[config.mk]
export PLATFORM = sky130hd
export DESIGN_NAME = prg_scan_seq
export DESIGN_NICKNAME = d
export VERILOG_FILES = /design/src/rtl/prg_scan_seq.sv
export SDC_FILE = /design/constraint.sdc
export NUM_CORES = 1
export LEC_CHECK = 0
export BUFFER_PORTS_ARGS = -buffer_cell sky130_fd_sc_hd__buf_2
export CAP_MARGIN = 10
export CORE_ASPECT_RATIO = 1.75
export CORE_MARGIN = 4
export CORE_UTILIZATION = 52
export CTS_CLUSTER_SIZE = 14
export DETAILED_ROUTE_END_ITERATION = 7
export HOLD_SLACK_MARGIN = 0.1
export PLACE_DENSITY = 0.75
export SYNTH_ARGS = -nofsm -noshare
export SYNTH_HDL_FRONTEND = slang
export SYNTH_SLANG_ARGS = --single-unit
[constraint.sdc]
create_clock -name clk -period 3.05 [get_ports clk]
set_clock_uncertainty 0.15 [all_clocks]
set_input_delay 0.1525 -clock clk [delete_from_list [all_inputs] [get_ports clk]]
set_output_delay 0.1525 -clock clk [all_outputs]
set_load 0.05 [all_outputs]
[src/rtl/prg_scan_seq.sv]
// Pixel/sample scan sequencer: walks a frame in raster or tiled order, one record per accept.
// Define PRG_SCAN_JITTER_EN to drive sub-pixel offsets from a 16-bit LFSR instead of centre.
module prg_scan_seq #(
    parameter int W_PIX    = 640,
    parameter int H_PIX    = 480,
    parameter int SPP_LOG2 = 0,
    parameter int TILE     = 8,
    parameter int ID_W     = $clog2(W_PIX * H_PIX),
    localparam int XW      = $clog2(W_PIX),
    localparam int YW      = $clog2(H_PIX),
    localparam int SW      = (SPP_LOG2 > 0) ? SPP_LOG2 : 1
) (
    input  logic            clk,
    input  logic            rst,
    input  logic            start,
    input  logic            tile_mode,
    input  logic            int_to_prg_stall,
    output logic            rayReady,
    output logic [ID_W-1:0] pixelID,
    output logic [XW-1:0]   px,
    output logic [YW-1:0]   py,
    output logic [SW-1:0]   sample,
    output logic [3:0]      sub_x,
    output logic [3:0]      sub_y,
    output logic            idle,
    output logic            done
);

    if ((W_PIX % TILE) != 0 || (H_PIX % TILE) != 0 || SPP_LOG2 > 4 ||
        (TILE & (TILE - 1)) != 0) begin : g_param_err
        $error("prg_scan_seq: illegal parameter combination");
    end

    localparam logic [XW-1:0]   X_MAX    = XW'(W_PIX - 1);
    localparam logic [YW-1:0]   Y_MAX    = YW'(H_PIX - 1);
    localparam logic [SW-1:0]   S_MAX    = SW'((1 << SPP_LOG2) - 1);
    localparam logic [XW-1:0]   X_TM     = XW'(TILE - 1);
    localparam logic [YW-1:0]   Y_TM     = YW'(TILE - 1);
    localparam logic [ID_W-1:0] PID_DOWN = ID_W'(W_PIX - TILE + 1);
    localparam logic [ID_W-1:0] PID_BACK = ID_W'((TILE - 1) * W_PIX - 1);

    typedef enum logic [1:0] {StIdle, StRun, StDone} state_e;

    state_e          r_state, w_state_nxt;
    logic            r_tile;
    logic [ID_W-1:0] r_pid, w_pid_nxt;
    logic [XW-1:0]   r_px, w_px_nxt;
    logic [YW-1:0]   r_py, w_py_nxt;
    logic [SW-1:0]   r_sample, w_sample_nxt;
    logic            w_acc, w_s_last, w_x_end, w_y_end, w_lx_last, w_ly_last, w_last;
    logic [3:0]      w_sub_x_src, w_sub_y_src;

    assign w_acc     = (r_state == StRun) && !int_to_prg_stall;
    assign w_s_last  = (r_sample == S_MAX);
    assign w_x_end   = (r_px == X_MAX);
    assign w_y_end   = (r_py == Y_MAX);
    assign w_lx_last = ((r_px & X_TM) == X_TM);
    assign w_ly_last = ((r_py & Y_TM) == Y_TM);
    assign w_last    = w_s_last && w_x_end && w_y_end;

    // Tiled order moves pixelID by fixed strides so no multiplier is needed.
    always_comb begin
        w_px_nxt     = r_px;
        w_py_nxt     = r_py;
        w_pid_nxt    = r_pid;
        w_sample_nxt = w_s_last ? '0 : r_sample + 1'b1;
        if (w_s_last) begin
            if (!r_tile || !w_lx_last) begin
                if (!r_tile && w_x_end) begin
                    w_px_nxt = '0;
                    w_py_nxt = r_py + 1'b1;
                end else begin
                    w_px_nxt = r_px + 1'b1;
                end
                w_pid_nxt = r_pid + 1'b1;
            end else if (!w_ly_last) begin
                w_px_nxt  = r_px - X_TM;
                w_py_nxt  = r_py + 1'b1;
                w_pid_nxt = r_pid + PID_DOWN;
            end else if (!w_x_end) begin
                w_px_nxt  = r_px + 1'b1;
                w_py_nxt  = r_py - Y_TM;
                w_pid_nxt = r_pid - PID_BACK;
            end else begin
                w_px_nxt  = '0;
                w_py_nxt  = r_py + 1'b1;
                w_pid_nxt = r_pid + 1'b1;
            end
        end
    end

    always_comb begin
        w_state_nxt = r_state;
        unique case (r_state)
            StIdle:  if (start) w_state_nxt = StRun;
            StRun:   if (w_acc && w_last) w_state_nxt = StDone;
            StDone:  w_state_nxt = StIdle;
            default: w_state_nxt = StIdle;
        endcase
    end

    always_ff @(posedge clk or posedge rst) begin
        if (rst) begin
            r_state  <= StIdle;
            r_tile   <= 1'b0;
            r_pid    <= '0;
            r_px     <= '0;
            r_py     <= '0;
            r_sample <= '0;
        end else begin
            r_state <= w_state_nxt;
            if (r_state == StIdle && start) begin
                r_tile   <= tile_mode;
                r_pid    <= '0;
                r_px     <= '0;
                r_py     <= '0;
                r_sample <= '0;
            end else if (w_acc && !w_last) begin
                r_pid    <= w_pid_nxt;
                r_px     <= w_px_nxt;
                r_py     <= w_py_nxt;
                r_sample <= w_sample_nxt;
            end
        end
    end

`ifdef PRG_SCAN_JITTER_EN
    logic [15:0] r_lfsr;
    logic        w_fb;

    assign w_fb = r_lfsr[0] ^ r_lfsr[2] ^ r_lfsr[3] ^ r_lfsr[5];

    always_ff @(posedge clk or posedge rst) begin
        if (rst) begin
            r_lfsr <= 16'hACE1;
        end else if (w_acc) begin
            r_lfsr <= {w_fb, r_lfsr[15:1]};
        end
    end

    assign w_sub_x_src = r_lfsr[3:0];
    assign w_sub_y_src = r_lfsr[7:4];
`else
    assign w_sub_x_src = 4'h8;
    assign w_sub_y_src = 4'h8;
`endif

    assign rayReady = (r_state == StRun);
    assign idle     = (r_state == StIdle);
    assign done     = (r_state == StDone);
    assign pixelID  = r_pid;
    assign px       = r_px;
    assign py       = r_py;
    assign sample   = r_sample;
    // Offsets read as zero outside a frame so reset/idle outputs are all clear.
    assign sub_x    = rayReady ? w_sub_x_src : 4'h0;
    assign sub_y    = rayReady ? w_sub_y_src : 4'h0;

endmodule

==> impl_metrics.toml, run 1 <==
[outcome]
status = "finished, final reports clean"

[worst_setup_path]
cp-start-kind = "register"
critPathRequiredTime_ps = 3120
rr_endpoint = "px[9]$_DFFE_PP0P_"
crit-reg2reg-launch = "px[7]$_DFFE_PP0P_"
end_kind = "register"
crit_start = "px[7]$_DFFE_PP0P_"
rr_worst_depth = 7
path_max_fanout = 15
cp.arrival_ps = 2850
path_class = "register to register"
reg2reg_slack_ps = 280

[logic_synthesis]
synth_area_um2 = 3310
synthArstFlopShare_pct = 100
synth-edff-count = 0
ys_types = 68
yosysSeqAreaShare_pct = 31.0
synth-main-ff-cell = "dfrtp_1"
synth.ff_latch_count = 41
syn_area_per_cell_um2 = 7.71
ys_warn_count = 0
synth_cells = 429

[timing]
finalSetupTns_ps = 0
fin_crit_sh_pct = 90.8
relSlewSlack_pct = 55.0
max_freq_mhz = 361
worstMarginPinSlew_ps = 674
finalSetupViolCount = 0
min_period_ps = 2770
rsz0062_at_grt = "false"
slew_violations = 0
hold_viol_final = 0

[floorplan]
dieWidth_um = 68.3
initial_utilization_pct = 53.5
core_um2 = 6180
die_y_um = 113
fp.dieArea_um2 = 7750
pin_count = 55
rows = 38

[detailed_routing]
viasPerCell = 6.50
num_vias = 3625
drc = 0
firstDrtPassIters = 5
ant_nets = 0
wl_per_cell_um = 18.0
wirelength_um = 10000
drt-initial-drc-count = 343

[global_route]
grt_usage_pct = 27.4
grt_use_met1_pct = 32.0
grt_pass1_vias = 3457
top_usage_layer = "met2"
grtUsageMet2_pct = 45.9
grt_max_degree = 26
grt_overflow_total = 0
grt_pass1_wl_um = 16500
grt_use_met3_pct = 4.33
antenna_found_initial = 0

[power_and_ir_drop]
internal_power_mw = 1.25
combinationalPowerShare_pct = 52.3
power_switching_share_pct = 51.9
seqPwrFrac_pct = 33.2
p_per_area_nw_per_um2 = 696
p_total_mw = 2.60
clkPwrFrac_pct = 14.5
peakVddDrop_uv = 548
power.switching_mw = 1.35
power_leakage_nw = 1.59

[place]
hpwl_um = 7370
gp_congestion = 0.926
dp_cells = 548
portBuffers = 47

[clock_network]
cts-resized-gates = 0
cts.htree.levels = 2
cts_root_buf = "clkbuf_8"
cts_tree = "yes"
clk_path_buf_depth = 2
clkSinkCount = 41
numCtsBuffers = 5
clkTransAtPathRegs_ps = 70
clk-insertion-delay-late_ps = 300

[finish]
postLayoutCoreUtil_pct = 60.5
area_delta_synth_final_pct = 13.2
final_nets = 488
n_antenna_cell = 0
drive_gt1_share_pct = 18.2
final_cell_count_no_fill = 558

[worst_hold_path]
worstHoldPathType = "input pin to register"
holdPathEnd = "r_state[0]$_DFFE_PP0P_"
min_from = "start"
min_path_cells = 4

[run]
cap_violations = 0
-- worst max-delay path by stage --
stage,endpoint,slack (ps),cells after the start
final,px[9]$_DFFE_PP0P_,280,7
after global routing,px[9]$_DFFE_PP0P_,110,8
after CTS,px[9]$_DFFE_PP0P_,280,7
after detailed placement,px[9]$_DFFE_PP0P_,300,7
after global placement,py[3]$_DFFE_PP0P_,380,5
after floorplan,pixelID[13]$_DFFE_PP0P_,250,9
-- cells by family after synthesis --
kind of cell    after synthesis  synth area share (%)
simple gates                180                  27.1
compound gates              141                  28.6
buf+inv                      48                  7.65
flops                        41                  31.0
xor+xnor                     10                  2.65
fa+ha+maj                     5                  1.89
mux                           3                 0.946
other cells                   1                 0.113
-- what timing repair did --
| item | CTS | global route |
|---|---|---|
| setup buffers | 0 | 0 |
| hold endpoints to repair | 19 | 0 |
| hold buffers | 3 | 0 |
-- through the flow --
step,instance area [um^2],hold WS [ps],setup slack [ps]
floorplan,3330,83.5,246
global placement,3620,112,377
detailed placement,3620,132,298
CTS,3740,145,281
global route,3740,172,111
finish,3740,147,279
-- layer usage --
layer  up-vias  part of all wire, %
met5         -                    0
met4         0                  4.6
met3        35                  5.9
met2       176                   50
met1      1724                   39
li1       1690                    -
-- worst max-delay path: stages (launching register included) --
cell	delay, ps
dfrtp_1	450
or3b_4	440
or3_1	500
buf_4	270
a22o_1	260
nor4_1	310
o21ai_0	170
o22ai_1	140
-- power groups by stage --
stage | combinational (mW) | clock [mW] | sequential [mW]
2_1_floorplan | 0.701 | 0 | 1.19
3_3_place_gp | 1.33 | 0 | 0.861
3_5_place_dp | 1.35 | 0 | 0.872
4_1_cts | 1.36 | 0.384 | 0.860
5_1_grt | 1.46 | 0.408 | 0.892
6_report | 1.36 | 0.377 | 0.865
-- cell usage after synthesis, types with 7 or more instances --
cell      instances  area share (%)
xnor2_1           8             2.1
nand2_1          44             5.0
clkbuf_1         16             1.8
nor2_1           39             4.4
buf_2             7             1.1
dfrtp_1          41              31
nor3_1           10             1.5
nor4_1           10             1.9
inv_1            10             1.1
buf_4            10             2.3
nand4_1           8             1.5
a21oi_1          33             5.0
or3_1            10             1.9
nand3_1          32             4.8
o21ai_0          39             5.9
-- placed cells by master (no fill, tap or decap), types with 5 or more instances in the layout --
cell       n
o21ai_0   39
dfrtp_1   41
xnor2_1    8
a211o_1    6
nor3_1    10
buf_2     47
nand2_1   44
clkbuf_8   6
nor4_1    10
buf_4     23
inv_1     10
and3_1     5
ha_1       5
nand4_1    8
nor2_1    39
nand3_1   32
conb_1     7
or3_1     10
nor2b_1    5
o211ai_1   6
a21oi_1   33
-- cell type report --
class | instances | area [um^2]
Fill cell | 573 | 2440
Multi-Input combinational cell | 346 | 2050
Sequential cell | 41 | 1030
Timing Repair Buffer | 73 | 438
Tap cell | 80 | 100
Clock buffer | 7 | 86.3
Inverter | 11 | 41.3
-- registers in the layout (all words and copies together), names as in the netlist --
name,count
py,9
r_state,2
r_tile,1
pixelID,19
px,10
(Power assumes the default switching activity.)
==> run 2, diff against run 1 <==
- CORE_ASPECT_RATIO: 1.75 -> 1.1
- SKIP_LAST_GASP: unset -> 1
- clock period: 3.05 -> 2.8 ns (I/O delays scaled with it)
==> run 2 against run 1 <==
Effect of this change:
- global-route usage shrank 1.9 points
- final cell count is 0.54% higher
- largest power group unchanged
- clock-buffer cell count unchanged
- core utilization rose by 0.75 points
- total power rose by 9.1%
- sequential cell count unchanged
- design area increased by 0.84%
- maximum frequency grew 2.9%
==> impl_metrics.toml, run 2 (synthesis results as in run 1) <==
[outcome]
status = "finished, final reports clean"

[timing]
min_period_ps = 2690
hold_viol_final = 0
relSlewSlack_pct = 33.6
layout_setup_ws_ps = 107
worstMarginPinSlew_ps = 990
finalSetupViolCount = 0
hold_slack_ps = 191
slew_violations = 0
rsz0062_at_grt = "true"
fin_crit_sh_pct = 96.2
max_freq_mhz = 371

[finish]
n_antenna_cell = 0
drive_gt1_share_pct = 19.3
largest_register_ff_count = 19
stdcell_area_um2 = 3770
area_delta_synth_final_pct = 14.1
layout_common_cells = "47 x buf_2, 44 x nand2_1, 40 x dfrtp_1"
layout_commonest_cell = "buf_2"
final_nets = 491

[worst_hold_path]
worstHoldPathType = "input pin to register"

[worst_setup_path]
path_cells = "ha_1 > ha_1 > nand2_1 > nor2_1 > buf_4 > nand2_1 > o2111ai_1 > nor2_1 > a211o_1"
path_max_fanout = 10
max_stage_delay_ps = 400
cpMaxStageDelayCell = "dfrtp_1"
cp-start-kind = "register"
cp.arrival_ps = 2720
crit_buf_inv = 1
path_class = "register to register"
end_kind = "register"
path_delay_family = "simple AND/OR/NAND/NOR gates"
critPathRequiredTime_ps = 2830
reg2reg_slack_ps = 110

[global_route]
grt_max_degree = 26
antenna_found_initial = 0
grt_use_met3_pct = 3.86
top_usage_layer = "met2"
grt_overflow_total = 0
grt_use_met1_pct = 35.4
grtUsageMet2_pct = 40.9
grt_usage_pct = 25.6
grt_pass1_vias = 3376
grt_pass1_wl_um = 16500

[power_and_ir_drop]
power_leakage_nw = 1.60
peakVddDrop_uv = 587
p_per_area_nw_per_um2 = 753

[place]
dp_slack_ps = 177
hpwl_um = 6980
portBuffers = 47
placed_area_um2 = 3640
gp_congestion = 0.977

[clock_network]
clk-insertion-delay-late_ps = 290
cts_root_buf = "clkbuf_8"
cts_tree = "yes"
cts.htree.levels = 2
clkSinkCount = 41
clk_path_buf_depth = 2
numCtsBuffers = 5
clkTransAtPathRegs_ps = 80

[floorplan]
rows = 30
core_um2 = 6160
pin_count = 55
die_y_um = 91.6
fp.dieArea_um2 = 7700
dieWidth_um = 84.0
initial_utilization_pct = 53.7

[detailed_routing]
viasPerCell = 6.46
drc = 0
firstDrtPassIters = 6
wl_per_cell_um = 17.2
wirelength_um = 9640
ant_nets = 0
num_vias = 3626
drt-initial-drc-count = 496

[run]
cap_violations = 0
-- run 2: path summary, 6_finish.rpt --
kind,from,to,cells past startpoint
max,px[1]$_DFFE_PP0P_,pixelID[13]$_DFFE_PP0P_,9
min,start,r_state[0]$_DFFE_PP0P_,4
max reg2reg,px[1]$_DFFE_PP0P_,pixelID[13]$_DFFE_PP0P_,9
min reg2reg,px[9]$_DFFE_PP0P_,px[9]$_DFFE_PP0P_,1
max in group asynchronous,rst,px[0]$_DFFE_PP0P_,4
min in group asynchronous,rst,px[6]$_DFFE_PP0P_,3
-- run 2: where the power goes --
part | total (mW) | internal [mW] | leakage (nW) | switching, mW
clock network | 0.404 | 0.196 | 0.0443 | 0.208
logic | 1.50 | 0.459 | 1.01 | 1.04
registers | 0.937 | 0.723 | 0.548 | 0.214
total | 2.84 | 1.38 | 1.60 | 1.46
-- run 2: cell type report --
cell class / count / area [um^2]
Timing Repair Buffer: 76 / 460
Clock buffer: 7 / 86.3
Tap cell: 80 / 100
Multi-Input combinational cell: 346 / 2060
Inverter: 11 / 41.3
Fill cell: 568 / 2380
Sequential cell: 41 / 1030
-- run 2: layer usage --
layer | wire (um) | vias to the layer above
met5 | 0 | -
met4 | 210 | 0
met3 | 769 | 20
met2 | 4570 | 208
met1 | 4090 | 1700
li1 | - | 1698
-- run 2: worst min-delay path, cell delays in order --
cell and delay, ps:
buf_2 80, nand2_1 70, buf_4 210, o21ai_0 90
-- run 2: stage by stage --
stage	total power, mW	setup TNS, ps	utilization (%)	cells
after floorplan	2.06	0	-	435
after global placement	2.41	0	59.1	550
after detailed placement	2.43	0	59.1	550
after CTS	2.84	0	61.0	560
after global routing	3.04	-49.2	61.3	561
final	2.84	0	61.3	561
-- run 2: timing repair --
| item | CTS | global route |
|---|---|---|
| buffers inserted | 0 | 1 |
| endpoints found under the setup margin | 0 | 7 |
| gates resized for setup | 0 | 2 |
| hold endpoints to repair | 27 | 0 |
| hold buffers | 3 | 0 |
